[src/rtl/piezo_tone_sequencer_if.sv]
// Tone command channel: one {freq, dur, gap} command per valid/ready handshake.
interface piezo_tone_sequencer_if #(
    parameter int unsigned FREQ_W = 16,
    parameter int unsigned DUR_W  = 16
);
    logic              cmd_valid;
    logic              cmd_ready;
    logic [FREQ_W-1:0] cmd_freq;
    logic [DUR_W-1:0]  cmd_dur;
    logic [DUR_W-1:0]  cmd_gap;

    modport master (
        output cmd_valid,
        output cmd_freq,
        output cmd_dur,
        output cmd_gap,
        input  cmd_ready
    );

    modport slave (
        input  cmd_valid,
        input  cmd_freq,
        input  cmd_dur,
        input  cmd_gap,
        output cmd_ready
    );
endinterface

[src/rtl/piezo_tone_sequencer.sv]
// Queued piezo tone generator: buffers {freq, dur, gap} commands in a FIFO and
// plays each as a square wave of dur ms followed by gap ms of silence.
module piezo_tone_sequencer #(
    parameter int unsigned CLK_FREQ   = 50_000_000,
    parameter int unsigned FIFO_DEPTH = 4,
    parameter int unsigned FREQ_W     = 16,
    parameter int unsigned DUR_W      = 16
) (
    input  logic                        clk,
    input  logic                        rst,
    piezo_tone_sequencer_if.slave       cmd,
    input  logic                        abort,
    output logic                        pwm_out,
    output logic                        busy,
    output logic                        tone_done,
    output logic [$clog2(FIFO_DEPTH):0] fifo_level
);

    localparam int unsigned AW        = $clog2(FIFO_DEPTH);
    localparam int unsigned LVL_W     = AW + 1;
    localparam int unsigned TICKS     = CLK_FREQ / 1000;
    localparam int unsigned PRE_W     = $clog2(TICKS + 1);
    localparam logic [PRE_W-1:0] PRE_LAST = PRE_W'(TICKS - 1);
    localparam logic [31:0]  DIVIDEND = 32'(CLK_FREQ / 2);
    localparam logic [4:0]   DIV_LAST = 5'd31;

    typedef struct packed {
        logic [FREQ_W-1:0] freq;
        logic [DUR_W-1:0]  dur;
        logic [DUR_W-1:0]  gap;
    } entry_t;

    typedef enum logic [1:0] {IDLE, DIV, TONE, GAP} state_t;

    state_t state;
    state_t state_d;

    entry_t            mem [FIFO_DEPTH];
    logic [AW-1:0]     wr_ptr;
    logic [AW-1:0]     rd_ptr;
    entry_t            work;

    logic [31:0]       rem_r;
    logic [31:0]       quo_r;
    logic [4:0]        div_cnt;
    logic [31:0]       hp_m1;
    logic [31:0]       per_cnt;
    logic [PRE_W-1:0]  pre_cnt;
    logic [DUR_W-1:0]  ms_cnt;

    logic              full;
    logic              empty;
    logic              push;
    logic              pop;
    logic              enter_tone;
    logic              clr_time;
    logic              pwm_d;
    logic              done_d;
    logic              busy_d;
    logic              time_done;
    logic [DUR_W-1:0]  target;

    logic [31:0]       div_c;
    logic [32:0]       rem_sh;
    logic              ge;
    logic [31:0]       r_next;
    logic [31:0]       q_next;
    logic [31:0]       hp_m1_next;

    assign full          = (fifo_level == LVL_W'(FIFO_DEPTH));
    assign empty         = (fifo_level == '0);
    assign cmd.cmd_ready = !full && !abort;
    assign push          = cmd.cmd_valid && cmd.cmd_ready;

    // One restoring-divide step per DIV cycle; quotient shifts in from the right.
    assign div_c      = 32'(work.freq);
    assign rem_sh     = {rem_r, quo_r[31]};
    assign ge         = (rem_sh >= {1'b0, div_c});
    assign r_next     = ge ? 32'(rem_sh - {1'b0, div_c}) : rem_sh[31:0];
    assign q_next     = {quo_r[30:0], ge};
    assign hp_m1_next = (q_next == '0) ? '0 : q_next - 32'd1;

    // Elapsed-time compare: exits on the edge that completes target*TICKS cycles;
    // a zero-length target still spends the exit edge in its state.
    assign target    = (state == TONE) ? work.dur : work.gap;
    assign time_done = (target == '0) ||
                       ((pre_cnt == PRE_LAST) &&
                        (({1'b0, ms_cnt} + (DUR_W + 1)'(1)) == {1'b0, target}));

    // State register.
    always_ff @(posedge clk) begin
        if (rst) begin
            state <= IDLE;
        end else begin
            state <= state_d;
        end
    end

    // Next-state, FIFO pop and next output values.
    always_comb begin
        state_d    = state;
        pop        = 1'b0;
        enter_tone = 1'b0;
        clr_time   = 1'b0;
        pwm_d      = pwm_out;
        done_d     = 1'b0;
        busy_d     = (state != IDLE) || !empty;

        case (state)
            IDLE: begin
                pwm_d = 1'b0;
                if (!empty) begin
                    pop     = 1'b1;
                    state_d = DIV;
                end
            end
            DIV: begin
                pwm_d = 1'b0;
                if (div_cnt == DIV_LAST) begin
                    clr_time = 1'b1;
                    if (work.dur == '0) begin
                        state_d = GAP;
                    end else begin
                        state_d    = TONE;
                        enter_tone = 1'b1;
                        pwm_d      = (work.freq != '0);
                    end
                end
            end
            TONE: begin
                if (time_done) begin
                    state_d  = GAP;
                    clr_time = 1'b1;
                    pwm_d    = 1'b0;
                end else if ((work.freq != '0) && (per_cnt == hp_m1)) begin
                    pwm_d = !pwm_out;
                end
            end
            GAP: begin
                pwm_d = 1'b0;
                if (time_done) begin
                    done_d = 1'b1;
                    if (!empty) begin
                        pop     = 1'b1;
                        state_d = DIV;
                    end else begin
                        state_d = IDLE;
                    end
                end
            end
            default: begin
                state_d = IDLE;
                pwm_d   = 1'b0;
            end
        endcase

        if (abort) begin
            state_d    = IDLE;
            pop        = 1'b0;
            enter_tone = 1'b0;
            clr_time   = 1'b0;
            pwm_d      = 1'b0;
            done_d     = 1'b0;
            busy_d     = 1'b0;
        end
    end

    // Command storage; payload needs no reset.
    always_ff @(posedge clk) begin
        if (push) begin
            mem[wr_ptr] <= '{freq: cmd.cmd_freq, dur: cmd.cmd_dur, gap: cmd.cmd_gap};
        end
    end

    // FIFO pointers/occupancy, registered outputs and tone datapath.
    always_ff @(posedge clk) begin
        if (rst) begin
            wr_ptr     <= '0;
            rd_ptr     <= '0;
            fifo_level <= '0;
            pwm_out    <= 1'b0;
            tone_done  <= 1'b0;
            busy       <= 1'b0;
            work       <= '0;
            rem_r      <= '0;
            quo_r      <= '0;
            div_cnt    <= '0;
            hp_m1      <= '0;
            per_cnt    <= '0;
            pre_cnt    <= '0;
            ms_cnt     <= '0;
        end else begin
            pwm_out   <= pwm_d;
            tone_done <= done_d;
            busy      <= busy_d;

            if (abort) begin
                wr_ptr     <= '0;
                rd_ptr     <= '0;
                fifo_level <= '0;
            end else begin
                if (push) begin
                    wr_ptr <= wr_ptr + AW'(1);
                end
                if (pop) begin
                    rd_ptr <= rd_ptr + AW'(1);
                end
                fifo_level <= fifo_level + LVL_W'(push) - LVL_W'(pop);
            end

            if (pop) begin
                work    <= mem[rd_ptr];
                rem_r   <= '0;
                quo_r   <= DIVIDEND;
                div_cnt <= '0;
            end else if (state == DIV) begin
                rem_r   <= r_next;
                quo_r   <= q_next;
                div_cnt <= div_cnt + 5'd1;
            end

            if (enter_tone) begin
                hp_m1   <= hp_m1_next;
                per_cnt <= '0;
            end else if (state == TONE) begin
                per_cnt <= (per_cnt == hp_m1) ? '0 : per_cnt + 32'd1;
            end

            if (clr_time) begin
                pre_cnt <= '0;
                ms_cnt  <= '0;
            end else if ((state == TONE) || (state == GAP)) begin
                if (pre_cnt == PRE_LAST) begin
                    pre_cnt <= '0;
                    ms_cnt  <= ms_cnt + DUR_W'(1);
                end else begin
                    pre_cnt <= pre_cnt + PRE_W'(1);
                end
            end
        end
    end

endmodule

[src/flat_wrapper.sv]
// flat-port wrapper written by rule: the top's interface ports become plain ports
module piezo_tone_sequencer_flat 
#(
    parameter int unsigned CLK_FREQ   = 50_000_000,
    parameter int unsigned FIFO_DEPTH = 4,
    parameter int unsigned FREQ_W     = 16,
    parameter int unsigned DUR_W      = 16
)
  (clk, rst, abort, pwm_out, busy, tone_done, fifo_level, cmd_cmd_valid, cmd_cmd_freq, cmd_cmd_dur, cmd_cmd_gap, cmd_cmd_ready);
  piezo_tone_sequencer_if #(.FREQ_W(FREQ_W), .DUR_W(DUR_W)) cmd_i ();
  input  logic clk;
  input  logic rst;
  input  logic abort;
  output logic pwm_out;
  output logic busy;
  output logic tone_done;
  output logic [$clog2(FIFO_DEPTH):0] fifo_level;
  input wire logic [$bits(cmd_i.cmd_valid)-1:0] cmd_cmd_valid;
  input wire logic [$bits(cmd_i.cmd_freq)-1:0] cmd_cmd_freq;
  input wire logic [$bits(cmd_i.cmd_dur)-1:0] cmd_cmd_dur;
  input wire logic [$bits(cmd_i.cmd_gap)-1:0] cmd_cmd_gap;
  output wire logic [$bits(cmd_i.cmd_ready)-1:0] cmd_cmd_ready;
  assign cmd_i.cmd_valid = cmd_cmd_valid;
  assign cmd_i.cmd_freq = cmd_cmd_freq;
  assign cmd_i.cmd_dur = cmd_cmd_dur;
  assign cmd_i.cmd_gap = cmd_cmd_gap;
  assign cmd_cmd_ready = cmd_i.cmd_ready;
  piezo_tone_sequencer #(.CLK_FREQ(CLK_FREQ), .FIFO_DEPTH(FIFO_DEPTH), .FREQ_W(FREQ_W), .DUR_W(DUR_W)) u_core (.clk(clk), .rst(rst), .cmd(cmd_i), .abort(abort), .pwm_out(pwm_out), .busy(busy), .tone_done(tone_done), .fifo_level(fifo_level));
endmodule
[config.mk]
export PLATFORM = sky130hd
export DESIGN_NAME = piezo_tone_sequencer_flat
export DESIGN_NICKNAME = d
export VERILOG_FILES = /design/src/rtl/piezo_tone_sequencer_if.sv /design/src/rtl/piezo_tone_sequencer.sv /design/src/flat_wrapper.sv
export SDC_FILE = /design/constraint.sdc
export NUM_CORES = 1
export LEC_CHECK = 0
export ABC_AREA = 1
export BUFFER_PORTS_ARGS = -buffer_cell sky130_fd_sc_hd__clkbuf_2
export CAP_MARGIN = 10
export CORE_AREA = 10 10 236 193
export CTS_CLUSTER_SIZE = 10
export DETAILED_ROUTE_END_ITERATION = 8
export DIE_AREA = 0 0 246 203
export GPL_TIMING_DRIVEN = 0
export PLACE_DENSITY = 0.77
export SLEW_MARGIN = 20
export SYNTH_ARGS = -nofsm -noshare
export SYNTH_HDL_FRONTEND = slang
export SYNTH_SLANG_ARGS = --single-unit
[constraint.sdc]
create_clock -name clk -period 4.95 [get_ports clk]
set_input_delay 0.7425 -clock clk [delete_from_list [all_inputs] [get_ports clk]]
set_output_delay 0.7425 -clock clk [all_outputs]
set_load 0.01 [all_outputs]
Word-level counts from Yosys, hierarchy flattened

Memories as Yosys holds them, arrays and structs flattened. A register that Yosys moved wholly into a read port is not among the register bits.
Cells that the tools add are included.

Reduce and logical (&&, ||, !) cells: 27
Order comparisons: 1
Add/subtract/negate cells: 11
Equality and inequality tests: 13
Bitwise operators: 1
Muxes and demuxes: 33

Operators by type and width:

| cell                                                                 | number |
|---|---|
| 32-bit two-way mux                                                   | 3 |
| 25-bit two-way mux                                                   | 2 |
| 33-bit by 16-bit >= comparator with 1-bit output                     | 1 |
| 16-bit by 1-bit adder with 16-bit output, second input constant      | 2 |
| 32-bit by 1-bit adder with 32-bit output, second input constant      | 1 |
| 32-bit equality test                                                 | 1 |
| 16-bit zero test                                                     | 2 |
| 32-bit zero test                                                     | 1 |
| 16-bit two-way mux                                                   | 2 |
| 32-bit by 1-bit subtractor with 32-bit output, second input constant | 1 |
| 32-bit by 16-bit subtractor with 32-bit output                       | 1 |
| 1-bit two-way mux                                                    | 18 |
| 16-bit by 1-bit adder with 17-bit output, second input constant      | 1 |
| 17-bit by 16-bit equality test with 1-bit output                     | 1 |
| 16-bit equality test, second input constant                          | 1 |
| 16-bit nonzero test                                                  | 1 |
| 2-bit OR reduction                                                   | 5 |
| 2-bit two-way mux                                                    | 4 |
| 2-bit case mux with 4 select lines                                   | 1 |
| 2-bit by 1-bit != test with 1-bit output, second input constant      | 3 |
| 5-bit by 1-bit adder with 5-bit output, second input constant        | 1 |
| 5-bit equality test, second input constant                           | 1 |
| 2-bit by 1-bit adder with 2-bit output, second input constant        | 2 |
| 2-bit equality test, second input constant                           | 2 |
| other kinds (18)                                                     | 28 |

Memory bits (writable): 192
Bits of input ports: 52
Word-level logic and storage cells: 102
Memories kept: 1
Bits in registers: 177

Memory list:

| memory     | depth | bits a word | rd ports | clocked after Yosys merged registers in | wr ports | line                       | source |
|---|---|---|---|---|---|---|---|
| u_core.mem | 4     | 48          | 1        | 1                                       | 1        | piezo_tone_sequencer.sv:38 | `entry_t mem [FIFO_DEPTH];` |

Depth between registers and ports, before layout

Gate-level depths: netlist of run 1.

Depth in word-level cells: 9
Depth in mapped cells: 25
Mapped depth without buffers: 24

Least setup slack after synthesis of run 1

Ideal clock, no wire load.

Kind: register to register
Start point: register u_core.div_c[2] (netlist name)
End point: register u_core.hp_m1[10]
Setup time: 0.117 ns
Arrival time: 3.722 ns
Required time: 4.833 ns
Clock period less this slack: 3.839 ns
Slack: 1.111 ns
Stages on the path, launching flop included: 22
Cell sequence: dfxtp_1 inv_1 ha_1 a21oi_1 nand2_1 a21oi_1 nor2_1 a21o_1 nand2_1 nand3_1 inv_1 clkbuf_1 ha_1 nand3_1 nor2_1 nand2_1 nor3_1 inv_1 nor2_1 a21oi_1 clkbuf_1 a32o_1

Cells in the longest elaborated chain, start to end: 3
Elaborated cells between the ends (all ways): 4
Classes of those cells: 1 x add/sub; 1 x order compare; 1 x mux; 1 x reduce/logical

RTL lines:

| item                                                                                     | line                        | source |
|---|---|---|
| 33-bit by 16-bit >= comparator with 1-bit output *                                       | piezo_tone_sequencer.sv:78  | `assign ge = (rem_sh >= {1'b0, div_c});` |
| 32-bit by 1-bit subtractor with 32-bit output / 32-bit zero test (equally long branches) | piezo_tone_sequencer.sv:81  | `assign hp_m1_next = (q_next == '0) ? '0 : q_next - 32'd1;` |
| 32-bit two-way mux *                                                                     | piezo_tone_sequencer.sv:81  |  |
| to (signal assigned)                                                                     | piezo_tone_sequencer.sv:223 | `hp_m1 <= hp_m1_next;` |
| to (decl)                                                                                | piezo_tone_sequencer.sv:46  | `logic [31:0] hp_m1;` |

Every way passes the cells marked *; elsewhere a longest branch is shown, timed or not.
A chain may end at the register's enable or synchronous reset.

Worst setup path in the final report of run 1

Start point: register u_core.state[0]
End point: register u_core.fifo_level[2]

Cells in the longest elaborated chain, start to end: 9
Elaborated cells between the ends (all ways): 12
Classes of those cells: 1 x add/sub; 3 x eq/ne; 4 x mux; 4 x reduce/logical

RTL lines:

| item                                             | line                        | source |
|---|---|---|
| from (decl)                                      | piezo_tone_sequencer.sv:35  | `state_t state;` |
| from (signal assigned)                           | piezo_tone_sequencer.sv:95  | `state <= state_d;` |
| 2-bit equality test                              | piezo_tone_sequencer.sv:85  | `assign target = (state == TONE) ? work.dur : work.gap;` |
| 16-bit two-way mux                               | piezo_tone_sequencer.sv:85  |  |
| 17-bit by 16-bit equality test with 1-bit output | piezo_tone_sequencer.sv:88  | `(({1'b0, ms_cnt} + (DUR_W + 1)'(1)) == {1'b0, target}));` |
| 1-bit logical AND                                | piezo_tone_sequencer.sv:87  | `((pre_cnt == PRE_LAST) &&` |
| 1-bit logical OR                                 | piezo_tone_sequencer.sv:86  | `assign time_done = (target == '0) \|\|` |
| 1-bit two-way mux                                | piezo_tone_sequencer.sv:141 | `if (time_done) begin` |
| 1-bit case mux with 2 select lines *             | piezo_tone_sequencer.sv:109 | `case (state)` |
| 1-bit two-way mux *                              | piezo_tone_sequencer.sv:157 | `if (abort) begin` |
| via u_core.pop                                   | piezo_tone_sequencer.sv:54  | `logic pop;` |
| 3-bit by 1-bit subtractor with 3-bit output *    | piezo_tone_sequencer.sv:208 | `fifo_level <= fifo_level + LVL_W'(push) - LVL_W'(pop);` |
| to (signal assigned)                             | piezo_tone_sequencer.sv:208 |  |
| to (decl)                                        | piezo_tone_sequencer.sv:16  | `output logic [$clog2(FIFO_DEPTH):0] fifo_level` |

The timed path passes the listed nets; every way through them passes the cells marked *.

==> results of run 1 <==
==> worst min-delay path by stage <==
stage                        endpoint  slack (ns)               from
floorplan             u_core.work[14]        0.43    u_core.work[14]
CTS                 u_core.mem[3][40]        0.35    cmd_cmd_freq[8]
global route        u_core.mem[0][36]        0.37    cmd_cmd_freq[4]
finish              u_core.mem[3][40]        0.37    cmd_cmd_freq[8]
global placement    u_core.div_cnt[4]        0.45  u_core.div_cnt[4]
detailed placement  u_core.div_cnt[4]        0.46  u_core.div_cnt[4]
==> flip-flops by register name, indices dropped and copies added (netlist names), 16 cells and up <==
name,flops
u_core.quo_r,32
u_core.hp_m1,32
u_core.work,32
u_core.per_cnt,32
u_core.mem,192
u_core.pre_cnt,16
u_core.rem_r,32
u_core.ms_cnt,16
u_core.div_c,16
==> cell usage in the layout (no fill, tap or decap), drive strengths merged, types with 44 or more instances in the layout <==
| cell type | instances |
|---|---|
| nand4 | 56 |
| a21oi | 130 |
| a211oi | 49 |
| buf | 44 |
| nand2 | 565 |
| edfxtp | 192 |
| nor2 | 261 |
| inv | 298 |
| clkbuf | 202 |
| a311oi | 46 |
| xor2 | 58 |
| dfxtp | 225 |
| nand3 | 119 |
| o21ai | 161 |
| nor3 | 49 |
==> stage by stage <==
step | total power [mW] | TNS, ns | setup slack, ns | cells | instance area (um2)
floorplan | 6.44 | 0 | 1.11 | 2458 | 20200
global placement | 7.38 | -94.84 | -0.507 | 3059 | 21200
detailed placement | 7.42 | -9.53 | -0.414 | 3067 | 21400
CTS | 10.6 | 0 | 0.0226 | 3146 | 22800
global route | 11.4 | 0 | 0.0900 | 3151 | 22900
finish | 10.8 | 0 | 0.490 | 3151 | 22900
==> per-layer routing <==
layer,wire length (um),up-vias
met5,0,-
met3,5130,88
met2,23400,824
met4,1040,0
li1,-,8466
met1,25200,8286
==> report_power, final <==
group | internal, mW | total, mW | switching (mW)
sequential | 3.73 | 3.84 | 0.106
clock | 1.83 | 3.22 | 1.39
combinational | 1.24 | 3.76 | 2.52
==> synth_stat cells, types with 12 or more instances <==
cell type  count  area, um2
a21oi_1      130        651
nand2_1      560       2100
nand3b_1      12       90.1
clkbuf_1      71        267
nor4_1        25        156
dfxtp_1      225       4500
a211oi_1      49        368
a311oi_1      46        403
nand4_1       55        344
nor3_1        48        240
buf_2         20        100
nor2_1       254        953
inv_1        294       1100
o21ai_1       22        110
o21ai_0      139        696
edfxtp_1     192       5770
nand3_1      119        596
xnor2_1       23        201
ha_1          33        413
xor2_1        58        508
==> critical path, cell delays in order (launching register included) <==
cell and delay, ns:
dfxtp_1 0.39, inv_1 0.10, ha_1 0.23, buf_4 0.17
buf_2 0.18, o21ai_0 0.56, nand3b_1 0.19, nand2_1 0.07
nor2_1 0.15, nand2_1 0.09, o21bai_2 0.22, nand2_1 0.07
nand2_1 0.13, nand2_2 0.12, inv_2 0.08, buf_2 0.31
ha_1 0.29, inv_1 0.06, ha_1 0.14, inv_1 0.05
fa_1 0.37, or2_2 0.30, a21oi_1 0.12
==> cell families after synthesis <==
| logic type | Yosys count | share of synthesized area (%) |
|---|---|---|
| fa+ha+maj | 35 | 2.24 |
| buf+inv | 401 | 7.76 |
| compound gates | 414 | 12.2 |
| xor+xnor | 81 | 3.50 |
| mux | 8 | 0.396 |
| flops | 417 | 50.7 |
| simple gates | 1102 | 23.2 |
==> cell type report <==
cell class / instances / area, um2 / area share [%]
tap: 544 / 681 / 2.98
clock inverter: 5 / 78.8 / 0.345
multi-input combinational: 1640 / 8440 / 36.9
inverter: 298 / 1120 / 4.91
antenna: 1 / 2.50 / 0.0109
timing repair buffer: 69 / 490 / 2.15
sequential: 417 / 10300 / 44.9
clock buffer: 75 / 1320 / 5.79
buffer: 102 / 449 / 1.97
==> what timing repair did <==
action / CTS / global route
gates resized for setup: 1 / 3
pin swaps: 0 / 0
buffers inserted: 0 / 4
endpoints found under the setup margin: 32 / 32
==> impl_metrics.toml, run 1 <==
[power_and_ir_drop]
peakVddDrop_mv = 0.530
p_per_area_mw_per_mm2 = 474
leakage_nw = 9.06

[clock_network]
clk_latency_ns = 0.59
htree_levels = 2
numCtsBuffers = 48
clock-root-buffer = "clkbuf_16"
clock-sinks = 417
path_clk_slew_ns = 0.06
cts_max_path_buffers = 3
cts_tree = "built"
postCtsHoldBufs = 0

[global_route]
gr-usage-met2_pct = 31.7
use_met3_pct = 3.28
top_usage_layer = "met2"
use_met1_pct = 31.3
grt_pass1_vias = 16300
grt_usage_pct = 21.2
antenna_found_initial = 1
grt-ovfl-total = 0
grt_start_max_net_pins = 25
grt_pass1_wl_mm = 86.6

[timing]
post-route-period-util_pct = 90.1
setup_viol = 0
hold_ws_ns = 0.373
hold_viol = 0
max_freq_mhz = 224
finalCriticalPeriod_ns = 4.46
slew_headroom_pct = 34.3
worst_slew_pin_slew_ns = 0.976
finalMaxSlewViolations = 0
grt_setup_unrepaired = "false"
skew_ns = 0.0304

[hold_path]
hold_class = "in2reg"
min_path_cells = 1

[detailed_routing]
drt_iter0_markers = 1982
drt-total-wl_mm = 54.8
vias = 17700
drc = 0
wire_per_inst_um = 17.4
vias_per_cell = 5.61
drtAntennaViolNets = 0
drtPass1Iterations = 6

[final_layout]
n_fill_cell = 3508
fin_nets = 2663
area_growth_pct = 12.9
final_util_pct = 56.4
drive_gt1_share_pct = 7.14

[place]
gp_congestion = 0.964
hpwl_mm = 39.7
port_buffers = 57

[worst_setup_path]
crit_path_start = "u_core.state[0]"
worst-r2r-setup-slack_ns = 0.49
critPathCapture = "u_core.fifo_level[2]"
r2r_end = "u_core.fifo_level[2]"
critPathKind = "reg2reg"
critPathCaptureType = "flip-flop"
reg2reg_from = "u_core.state[0]"
worstRegToRegCells = 22
worstPathArrival_ns = 4.95
crit_required_ns = 5.44
cp-start-kind = "flip-flop"
worstPathMaxFanout = 10

[yosys]
synth.avg_cell_area_um2 = 8.24
async_reset_ff_share_pct = 0
synth_ff_type = "dfxtp_1"
synth_seq_cells = 417
yosys_warnings = 0
ys_types = 46
syn_area_mm2 = 0.0202
seq_area_frac_synth_pct = 50.7
syn_nets = 2545
synth-edff-count = 192
syn_inst = 2458

[die]
die_w_um = 246
start_util_pct = 49.9
die_area_mm2 = 0.0499
core_area_mm2 = 0.0405
die_h_um = 203
rows = 66
ios = 59

[job]
max_cap_viol_count = 0

[outcome]
status = "complete, no violations"
(Power assumes the default switching activity.)
==> inputs of run 2 (changes only) <==
- CORE_AREA: 10 10 236 193 -> 10 10 249 203
- DIE_AREA: 0 0 246 203 -> 0 0 259 213
- PLACE_DENSITY: 0.77 -> 0.71
- clock period: 4.95 -> 5.1 ns (I/O delays scaled with it)
==> run 2 against run 1 <==
  * Design area up 0.45%
  * Flip-flop and latch count unchanged
  * Maximum frequency decreased by 4.9%
  * Worst setup slack got worse by 0.078 ns
  * Sequential share of layout area down 0.20 points
  * Clock-buffer cell count grew 3
  * Cell count up 2.2%
  * First-iteration DRC count fell by 10%
  * Non-clock buffer count down 1
  * Largest cell class unchanged
==> impl_metrics.toml, run 2 (synthesis results as in run 1) <==
[clock_network]
numCtsBuffers = 48
cts_max_path_buffers = 3
path_clk_slew_ns = 0.06
clk_latency_ns = 0.58
clock-root-buffer = "clkbuf_16"
htree_levels = 2
postCtsHoldBufs = 0
cts_tree = "built"
clock-sinks = 417

[detailed_routing]
drt_iter0_markers = 1782
drt-total-wl_mm = 55.5
vias_per_cell = 5.40
wire_per_inst_um = 17.2
drtPass1Iterations = 5
vias = 17400
drc = 0
drtAntennaViolNets = 0

[worst_setup_path]
critPathCaptureType = "flip-flop"
cp-start-kind = "flip-flop"
worstPathArrival_ns = 5.12
worstPathCellList = "inv_1, ha_1, a21oi_1, nand2_1, a21oi_1, nor2_1, a21o_1, nand2_1, nand3_1, clkinvlp_4, ha_1, nand3_1, nor2_2, nand2_1, nor3_1, inv_1, nor2_1, a21oi_1, clkbuf_1, nand4_1, o21ai_0"
worstRegToRegCells = 21
worstPathMaxFanout = 10
slowest_delay_ns = 0.42
crit_slowest_cell = "a21oi_1"
critPathKind = "reg2reg"
crit_required_ns = 5.53

[job]
max_cap_viol_count = 0

[place]
hpwl_mm = 40.5
pre_cts_ws_ns = -0.322
placed_cell_area_mm2 = 0.0215
gp_congestion = 0.922
port_buffers = 57

[die]
ios = 59
core_area_mm2 = 0.0455
die_area_mm2 = 0.0552
start_util_pct = 44.5
die_w_um = 259
rows = 70
die_h_um = 213

[power_and_ir_drop]
leakage_nw = 9.07
p_per_area_mw_per_mm2 = 458
peakVddDrop_mv = 0.526

[final_layout]
area_growth_pct = 13.4
layout_commonest_cell = "nand2_1"
largest_register_ffs = 192
fin_nets = 2662
top_register = "u_core.mem"
drive_gt1_share_pct = 7.02
mostFrequentLayoutCells = "nand2_1, inv_1, nor2_1"
final_util_pct = 50.5
final_area_mm2 = 0.0230

[timing]
finalMaxSlewViolations = 0
worst_slew_pin_slew_ns = 1.07
hold_viol = 0
fin_setup_tns_ns = 0
skew_ns = 0.0319
post-route-period-util_pct = 91.9
max_freq_mhz = 213
finalWorstSetupSlack_ns = 0.412
finalCriticalPeriod_ns = 4.69
grt_setup_unrepaired = "false"
slew_headroom_pct = 27.9
setup_viol = 0

[outcome]
status = "complete, no violations"

[global_route]
grt_usage_pct = 19.7
grt-ovfl-total = 0
grt_start_max_net_pins = 24
antenna_found_initial = 2
grt_pass1_wl_mm = 87.9
grt_pass1_vias = 16500

[hold_path]
min_path_cells = 1
hold_class = "in2reg"
run 2: layer usage:
metal | vias to the layer above | wire [um] | global-route usage [%]
met5 | - | 0 | 0
met4 | 0 | 1090 | 5.08
met3 | 84 | 4820 | 3.52
met2 | 664 | 23800 | 30.2
met1 | 8169 | 25800 | 28.3
li1 | 8477 | - | -
run 2: cell type report:
cell class,count,area [um2]
Antenna cell,2,5.00
Buffer,102,449
Clock buffer,78,1340
Clock inverter,4,73.8
Fill cell,4205,22500
Inverter,298,1120
Multi-Input combinational cell,1640,8430
Sequential cell,417,10300
Tap cell,612,766
Timing Repair Buffer,68,498
run 2: path summary, 6_finish.rpt:
path,from,endpoint,slack [ns]
setup / recovery,u_core.div_c[2],u_core.hp_m1[9],0.41
hold / removal,cmd_cmd_freq[6],u_core.mem[2][38],0.40
setup reg to reg,u_core.div_c[2],u_core.hp_m1[9],0.41
hold reg to reg,u_core.div_cnt[4],u_core.div_cnt[4],0.47
run 2: stage by stage:
stage | hold slack, ns | power, mW | cells
6_report | 0.401 | 10.5 | 3221
5_1_grt | 0.380 | 11.1 | 3220
4_1_cts | 0.367 | 10.4 | 3216
3_5_place_dp | 0.458 | 7.26 | 3135
3_3_place_gp | 0.453 | 7.22 | 3127
2_1_floorplan | 0.434 | 6.25 | 2458
run 2: what timing repair did:
item,CTS,global route
resized for setup,1,1
cloned,0,0
buffers inserted,0,3
endpoints found under the setup margin,30,30
run 2: worst max-delay path, delay by kind of cell (launching register included):
family                   cells  cell delay, ns
adder cells (fa/ha/maj)      2            0.59
AND/OR/NAND/NOR             10            1.91
AO/OA/AOI/OAI                5            1.07
flip-flops                   1            0.33
buffers and inverters        4            0.64
run 2: report_power, final:
part	internal (mW)	leakage, nW	total, mW	switching [mW]
registers	3.62	3.56	3.72	0.0991
logic	1.18	4.83	3.65	2.47
clock network	1.80	0.676	3.15	1.35
